$ cat src/rtl/pipe_cu.sv
// pipe_cu: pipelined RV32I control unit (D-stage decode, D/E-E/M-M/W control bundle,
// branch resolution, forwarding, load-use stall FSM). Optional trap: PIPE_CU_ILLEGAL_TRAP_EN.
module pipe_cu #(
  parameter int LOAD_LATENCY = 1,
  parameter int ALUCTRL_W    = 4
) (
  input  logic                 clk,
  input  logic                 rst_n,
  input  logic [31:0]          instr_d,
  input  logic                 zero_e,
  input  logic                 lt_e,
  input  logic                 ltu_e,
  output logic [2:0]           immsrc_d,
  output logic                 alusrca_e,
  output logic                 alusrc_e,
  output logic [ALUCTRL_W-1:0] aluctrl_e,
  output logic [4:0]           rs1_e,
  output logic [4:0]           rs2_e,
  output logic [4:0]           rd_e,
  output logic [1:0]           fwd_a_e,
  output logic [1:0]           fwd_b_e,
  output logic                 pcsrc_e,
  output logic                 jalr_e,
  output logic                 memwrite_m,
  output logic                 regwrite_m,
  output logic [4:0]           rd_m,
  output logic                 regwrite_w,
  output logic [4:0]           rd_w,
  output logic [1:0]           resultsrc_w,
  output logic                 stall_f,
  output logic                 stall_d,
  output logic                 flush_d,
  output logic                 flush_e,
  output logic                 illegal_d
);

  localparam int CNT_W = $clog2(LOAD_LATENCY + 1);

  logic [6:0] op_d;
  logic [2:0] f3_d;
  logic [4:0] rs1_d, rs2_d;
  logic       rw_d, mw_d, br_d, jp_d, jr_d, asa_d, asb_d;
  logic [1:0] rsrc_d;
  logic [3:0] ac_d;
  logic       unused_bits;

  assign op_d  = instr_d[6:0];
  assign f3_d  = instr_d[14:12];
  assign rs1_d = instr_d[19:15];
  assign rs2_d = instr_d[24:20];
  assign unused_bits = ^{instr_d[31], instr_d[29:25]};

  always_comb begin
    rw_d = 1'b0; mw_d = 1'b0; br_d = 1'b0; jp_d = 1'b0; jr_d = 1'b0;
    asa_d = 1'b0; asb_d = 1'b0; rsrc_d = 2'b00; ac_d = 4'b0000; immsrc_d = 3'b000;
    case (op_d)
      7'b0110011: begin rw_d = 1'b1; ac_d = {instr_d[30], f3_d}; end
      7'b0010011: begin
        rw_d = 1'b1; asb_d = 1'b1;
        ac_d = {(f3_d == 3'b101) & instr_d[30], f3_d};
      end
      7'b0000011: begin rw_d = 1'b1; asb_d = 1'b1; rsrc_d = 2'b01; end
      7'b0100011: begin mw_d = 1'b1; asb_d = 1'b1; immsrc_d = 3'b001; end
      7'b1100011: begin br_d = 1'b1; ac_d = 4'b1000; immsrc_d = 3'b010; end
      7'b1101111: begin
        rw_d = 1'b1; jp_d = 1'b1; asa_d = 1'b1; asb_d = 1'b1;
        rsrc_d = 2'b10; immsrc_d = 3'b100;
      end
      7'b1100111: begin rw_d = 1'b1; jp_d = 1'b1; jr_d = 1'b1; asb_d = 1'b1; rsrc_d = 2'b10; end
      7'b0110111: begin rw_d = 1'b1; rsrc_d = 2'b11; immsrc_d = 3'b011; end
      7'b0010111: begin rw_d = 1'b1; asa_d = 1'b1; asb_d = 1'b1; immsrc_d = 3'b011; end
      default: ;
    endcase
  end

  // E-stage bundle; instructions that never write carry rd=0 so they cannot forward or stall
  logic       rw_e, mw_e, br_e, jp_e;
  logic [1:0] rsrc_e, rsrc_m;
  logic [2:0] f3_e;

  always_ff @(posedge clk or negedge rst_n) begin
    if (!rst_n) begin
      rw_e <= 1'b0; mw_e <= 1'b0; br_e <= 1'b0; jp_e <= 1'b0; jalr_e <= 1'b0;
      alusrca_e <= 1'b0; alusrc_e <= 1'b0; aluctrl_e <= '0; rsrc_e <= '0; f3_e <= '0;
      rs1_e <= '0; rs2_e <= '0; rd_e <= '0;
    end else if (flush_e) begin
      rw_e <= 1'b0; mw_e <= 1'b0; br_e <= 1'b0; jp_e <= 1'b0; jalr_e <= 1'b0;
      alusrca_e <= 1'b0; alusrc_e <= 1'b0; aluctrl_e <= '0; rsrc_e <= '0; f3_e <= '0;
      rs1_e <= '0; rs2_e <= '0; rd_e <= '0;
    end else begin
      rw_e <= rw_d; mw_e <= mw_d; br_e <= br_d; jp_e <= jp_d; jalr_e <= jr_d;
      alusrca_e <= asa_d; alusrc_e <= asb_d; aluctrl_e <= ALUCTRL_W'(ac_d);
      rsrc_e <= rsrc_d; f3_e <= f3_d;
      rs1_e <= rs1_d; rs2_e <= rs2_d; rd_e <= rw_d ? instr_d[11:7] : '0;
    end
  end

  always_ff @(posedge clk or negedge rst_n) begin
    if (!rst_n) begin
      regwrite_m <= 1'b0; memwrite_m <= 1'b0; rd_m <= '0; rsrc_m <= '0;
      regwrite_w <= 1'b0; rd_w <= '0; resultsrc_w <= '0;
    end else begin
      regwrite_m <= rw_e; memwrite_m <= mw_e; rd_m <= rd_e; rsrc_m <= rsrc_e;
      regwrite_w <= regwrite_m; rd_w <= rd_m; resultsrc_w <= rsrc_m;
    end
  end

  logic cond_e, pcsrc_raw;
  always_comb begin
    case (f3_e)
      3'b000:  cond_e = zero_e;
      3'b001:  cond_e = ~zero_e;
      3'b100:  cond_e = lt_e;
      3'b101:  cond_e = ~lt_e;
      3'b110:  cond_e = ltu_e;
      3'b111:  cond_e = ~ltu_e;
      default: cond_e = 1'b0;
    endcase
  end
  assign pcsrc_raw = jp_e | (br_e & cond_e);

`ifdef PIPE_CU_ILLEGAL_TRAP_EN
  logic unknown_d, trap_q;
  assign unknown_d = !(op_d inside {7'b0110011, 7'b0010011, 7'b0000011, 7'b0100011, 7'b1100011,
                                    7'b1101111, 7'b1100111, 7'b0110111, 7'b0010111});
  assign pcsrc_e   = pcsrc_raw & ~trap_q;
  assign illegal_d = unknown_d & ~pcsrc_e;
  always_ff @(posedge clk or negedge rst_n) begin
    if (!rst_n)         trap_q <= 1'b0;
    else if (illegal_d) trap_q <= 1'b1;
  end
`else
  assign pcsrc_e   = pcsrc_raw;
  assign illegal_d = 1'b0;
`endif

  assign fwd_a_e = (regwrite_m && rd_m != '0 && rd_m == rs1_e) ? 2'b10 :
                   (regwrite_w && rd_w != '0 && rd_w == rs1_e) ? 2'b01 : 2'b00;
  assign fwd_b_e = (regwrite_m && rd_m != '0 && rd_m == rs2_e) ? 2'b10 :
                   (regwrite_w && rd_w != '0 && rd_w == rs2_e) ? 2'b01 : 2'b00;

  logic uses_rs2_d, ld_hit;
  assign uses_rs2_d = op_d inside {7'b0110011, 7'b0100011, 7'b1100011};
  assign ld_hit = (rsrc_e == 2'b01) && (rd_e != '0) &&
                  ((rd_e == rs1_d) || (uses_rs2_d && rd_e == rs2_d));

  typedef enum logic {IDLE, STALL} state_t;
  state_t           state;
  logic [CNT_W-1:0] cnt;
  logic             holding, stall;

  // The first bubble comes from the hazard itself; STALL with cnt==0 acts like IDLE
  assign holding = (state == STALL) && (cnt != '0);
  assign stall   = ~pcsrc_e & (holding | ld_hit);
  assign stall_f = stall;
  assign stall_d = stall;
  assign flush_d = pcsrc_e;
  assign flush_e = pcsrc_e | stall;

  always_ff @(posedge clk or negedge rst_n) begin
    if (!rst_n) begin
      state <= IDLE; cnt <= '0;
    end else if (pcsrc_e) begin
      state <= IDLE; cnt <= '0;
    end else if (holding) begin
      cnt <= cnt - CNT_W'(1);
    end else if (ld_hit) begin
      state <= STALL; cnt <= CNT_W'(LOAD_LATENCY - 1);
    end else begin
      state <= IDLE; cnt <= '0;
    end
  end

endmodule

$ cat config.mk
export PLATFORM = sky130hd
export DESIGN_NAME = pipe_cu
export DESIGN_NICKNAME = d
export VERILOG_FILES = /design/src/rtl/pipe_cu.sv
export SDC_FILE = /design/constraint.sdc
export NUM_CORES = 1
export LEC_CHECK = 0
export ABC_CLOCK_PERIOD_IN_PS = 5900
export CORE_ASPECT_RATIO = 1.5
export CORE_MARGIN = 10
export CORE_UTILIZATION = 40
export CTS_BUF_LIST = sky130_fd_sc_hd__clkbuf_8 sky130_fd_sc_hd__clkbuf_16
export DETAILED_ROUTE_END_ITERATION = 10
export PLACE_DENSITY = 0.72
export SLEW_MARGIN = 20
export SYNTH_ARGS = -nofsm -noshare
export SYNTH_HDL_FRONTEND = slang
export SYNTH_SLANG_ARGS = --single-unit
$ cat constraint.sdc
create_clock -name clk -period 5.9 [get_ports clk]
set_clock_uncertainty 0.1 [all_clocks]
set_input_delay 1.18 -clock clk [delete_from_list [all_inputs] [get_ports clk]]
set_output_delay 1.18 -clock clk [all_outputs]
set_load 0.005 [all_outputs]
==> run summary <==
- **Worst-Skew Late Latency** 0.30 ns
- **#FFs+latches synth** 50
- **multi-input gate area in the final layout** 1050 um2
- **Buffers & Inverters on Critical Path** 3
- **die area** 9530 um2
- **Rows** 34
- **critical path launch point type** input pin
- **Detailed Route Iter0 Violations** 92
- **RSZ-0062 raised after global routing** no
- **Final Cycle Share** 83.8%
- **Storage cell area** 1250 um2
- **relative area change from synthesis to final layout** 38.5%
- **antenna violations before repair** 0
- **first-pass GRT wire length** 9.91 mm
- **sum of internal, switching and leakage power** 638 uW
- **vias in the first global route** 1,973
- **post-route cell area** 3310 um2
- **fraction of the yosys area taken by sequential cells** 52.3%
- **layout filler cell count** 540
- **length of the first detailed-routing pass in iterations** 4
- **clock tree buffer depth** 2
- **cell repeated most along the worst path** sky130_fd_sc_hd__clkdlybuf4s50_1
- **worst hold path type** reg -> reg
- **P_leak** 0.00144 uW
- **data required time at the worst endpoint** 4.62 ns
- **Worst path top cell family by delay** buffers and inverters
- **Setup Fix Bufs, Post-CTS** 0
- **effective utilization at floorplan** 41.3%
- **detailed-route DRC error count** 0
- **synthesized area per cell** 11.5 um2
- **Tightest Pin Transition** 0.609 ns
- **cells along the critical path** clkdlybuf4s50_1, and4bb_2, nand4_1, nor3_2, buf_4, o21ba_2, clkdlybuf4s50_1
- **maximum vdd ir drop** 0.108 mV
- **final weighted congestion of routability-driven global placement** 0.933
- **final routed wirelength across all metal layers** 6.17 mm
- **width of the die** 83.1 um
- **All-Layer GR Usage** 12.6%
- **number of sinks driven by the clock tree** 50
- **Avg WL per Cell** 17.4 um
- **total number of nets in the final design** 318
- **core area** 5790 um2
- **Warnings, synthesis** 0
- **count of maximum capacitance violations** 0
- **number of buffers inserted for hold repair after clock tree synthesis** 0
- **count of vias placed by the detailed router** 1,908
- **Final Hold Fails** 0
- **count of cell types in the netlist** 39
- **post-place instance area** 3220 um2
- **count of endpoints failing setup in the final report** 0
- **arrival time reported for the critical path endpoint** 3.67 ns
- **Post-Syn Instances** 208
- **Placed Instances** 346
- **proportion of layout cells with a drive suffix above 1** 10.3%
- **worst-case register-to-register setup slack** 3.61 ns
- **I/O pin count** 87
- **Worst Path Class, Setup** in -> out
- **highest-count cells in the layout ignoring fill and taps** sky130_fd_sc_hd__clkdlybuf4s50_1, sky130_fd_sc_hd__dfrtp_1, sky130_fd_sc_hd__xnor2_1, sky130_fd_sc_hd__xor2_1, sky130_fd_sc_hd__nand3_1
- **number of inserted diodes** 0
- **TritonCTS Buffers** 5
- **HPWL Detailed** 4.87 mm
- **slowest cell on the critical path** sky130_fd_sc_hd__clkdlybuf4s50_1
- **setup tns final** 0 ns
- **number of standard cells in the final layout excluding fillers** 354
- **maximum fanout along the worst path** 19
- **Port Buffer Count** 79
- **die height** 115 um
- **critical path endpoint category** output port
- **delay of the slowest critical-path stage** 0.62 ns
- **detail-routed via count per cell** 5.39
- **headroom to the max-slew limit** 59.4%
- **PwrDens** 193 nW/um2
- **result of the run** finished clean
- **Final Slew Violations** 0
- **largest net degree at the start of global routing** 51
- **leading cell type in the layout, fill and taps excluded** sky130_fd_sc_hd__clkdlybuf4s50_1
- **post_cts resized** 0
- **TritonCTS clock tree** yes
- **total standard cell area after synthesis** 2390 um2
- **global route overflow** 0
- **antenna violation net count after detailed routing** 0
- **clock transition at the register clock pins on the worst setup and hold paths after CTS** 0.08 ns
- **highest attainable clock frequency** 202 MHz
- **final critical delay including setup and external delays** 4.95 ns
- **H-tree lvl count** 2
- **cell chosen for the clock root** sky130_fd_sc_hd__clkbuf_8
[sequential cells by signal, summed over array words and instances (netlist names), 2 cells and up]
register / count
rd_e: 5
rd_m: 5
rd_w: 5
rs1_e: 5
rs2_e: 5
aluctrl_e: 4
f3_e: 3
resultsrc_w: 2
rsrc_e: 2
rsrc_m: 2
[routing by layer]
metal,part of all wire (%),track usage (%)
met2,49,22.0
met1,40,13.1
met4,2.1,4.90
met5,0,0
met3,8.8,5.41
[layout make-up]
cell class,instances,area share (%)
Sequential cell,50,37.8
Multi-Input combinational cell,138,31.6
Timing Repair Buffer,84,24.9
Tap cell,72,2.72
Clock buffer,6,2.49
Clock inverter,2,0.264
Inverter,2,0.227
[power by group]
part	internal, uW	leakage (uW)	switching, uW
registers	351	0.000664	9.35
clock network	92.9	0.0000524	102
logic	47.5	0.000724	35.1
total	492	0.00144	147
[worst paths after layout]
kind                       depth (start not counted)       start              to
max                                                7  instr_d[2]         stall_d
min                                                0   rsrc_m[1]  resultsrc_w[1]
max reg2reg                                        5     rd_e[1]    aluctrl_e[3]
min reg2reg                                        0   rsrc_m[1]  resultsrc_w[1]
max in group asynchronous                          1       rst_n        rs1_e[4]
min in group asynchronous                          1       rst_n         rd_w[0]
[Yosys cell counts]
| cell | instances | area share, % |
|---|---|---|
| sky130_fd_sc_hd__buf_2 | 7 | 1.5 |
| sky130_fd_sc_hd__nor4b_2 | 1 | 0.63 |
| sky130_fd_sc_hd__or3_1 | 2 | 0.52 |
| sky130_fd_sc_hd__nor4_1 | 11 | 2.9 |
| sky130_fd_sc_hd__a22o_1 | 1 | 0.37 |
| sky130_fd_sc_hd__and3_1 | 2 | 0.52 |
| sky130_fd_sc_hd__xnor2_1 | 16 | 5.9 |
| sky130_fd_sc_hd__o21ba_2 | 2 | 0.84 |
| sky130_fd_sc_hd__nor3_1 | 6 | 1.3 |
| sky130_fd_sc_hd__xor2_1 | 16 | 5.9 |
| sky130_fd_sc_hd__conb_1 | 1 | 0.16 |
| sky130_fd_sc_hd__inv_1 | 2 | 0.31 |
| sky130_fd_sc_hd__mux2i_1 | 2 | 0.84 |
| sky130_fd_sc_hd__nand4_1 | 2 | 0.52 |
| sky130_fd_sc_hd__nor4b_1 | 13 | 4.8 |
| sky130_fd_sc_hd__nor2b_1 | 3 | 0.79 |
| sky130_fd_sc_hd__nand4b_1 | 1 | 0.37 |
| sky130_fd_sc_hd__o21bai_1 | 1 | 0.31 |
| sky130_fd_sc_hd__and3b_1 | 2 | 0.73 |
| sky130_fd_sc_hd__nand3_1 | 15 | 3.1 |
| sky130_fd_sc_hd__a21o_1 | 1 | 0.31 |
| sky130_fd_sc_hd__buf_4 | 3 | 0.94 |
| sky130_fd_sc_hd__or4_1 | 4 | 1.3 |
| sky130_fd_sc_hd__o41ai_2 | 1 | 0.68 |
| sky130_fd_sc_hd__nand2_1 | 7 | 1.1 |
| sky130_fd_sc_hd__dfrtp_1 | 50 | 52 |
| sky130_fd_sc_hd__nand2b_1 | 1 | 0.26 |
| sky130_fd_sc_hd__o21ai_2 | 1 | 0.37 |
| sky130_fd_sc_hd__a21oi_1 | 2 | 0.42 |
| sky130_fd_sc_hd__nor4_2 | 8 | 4.2 |
| sky130_fd_sc_hd__and4bb_2 | 1 | 0.52 |
| sky130_fd_sc_hd__clkbuf_1 | 7 | 1.1 |
| sky130_fd_sc_hd__or4_4 | 1 | 0.47 |
| sky130_fd_sc_hd__a311o_1 | 1 | 0.42 |
| sky130_fd_sc_hd__and2_1 | 1 | 0.26 |
| sky130_fd_sc_hd__o21ai_0 | 6 | 1.3 |
| sky130_fd_sc_hd__buf_6 | 2 | 0.94 |
| sky130_fd_sc_hd__o211a_1 | 1 | 0.42 |
| sky130_fd_sc_hd__nor2_1 | 4 | 0.63 |
[worst register-to-register path: cells and delay by family (launching register included)]
kind / cells / cell delay, ns
buf+inv: 1 / 0.24
simple gates: 2 / 1.01
compound gates: 2 / 0.35
flops: 1 / 0.44
[per-stage QoR]
| step | util (%) | worst slack [ns] | hold slack (ns) |
|---|---|---|---|
| detailed placement | 55.6 | 0.961 | 0.235 |
| finish | 57.2 | 0.954 | 0.252 |
| global placement | 55.6 | 1.01 | 0.234 |
| CTS | 57.2 | 0.958 | 0.254 |
| floorplan | - | 2.17 | 0.231 |
| global route | 57.2 | 0.784 | 0.261 |
[logic make-up after synthesis]
group | synth area share [%]
and+or+nand+nor | 24.8
DFF | 52.3
xor gates and xnor gates | 11.7
buffers and inverters | 4.76
AOI/OAI and AO/OA | 5.39
muxes | 0.837
other | 0.157
No activity file was read; power rests on OpenSTA's default activity.
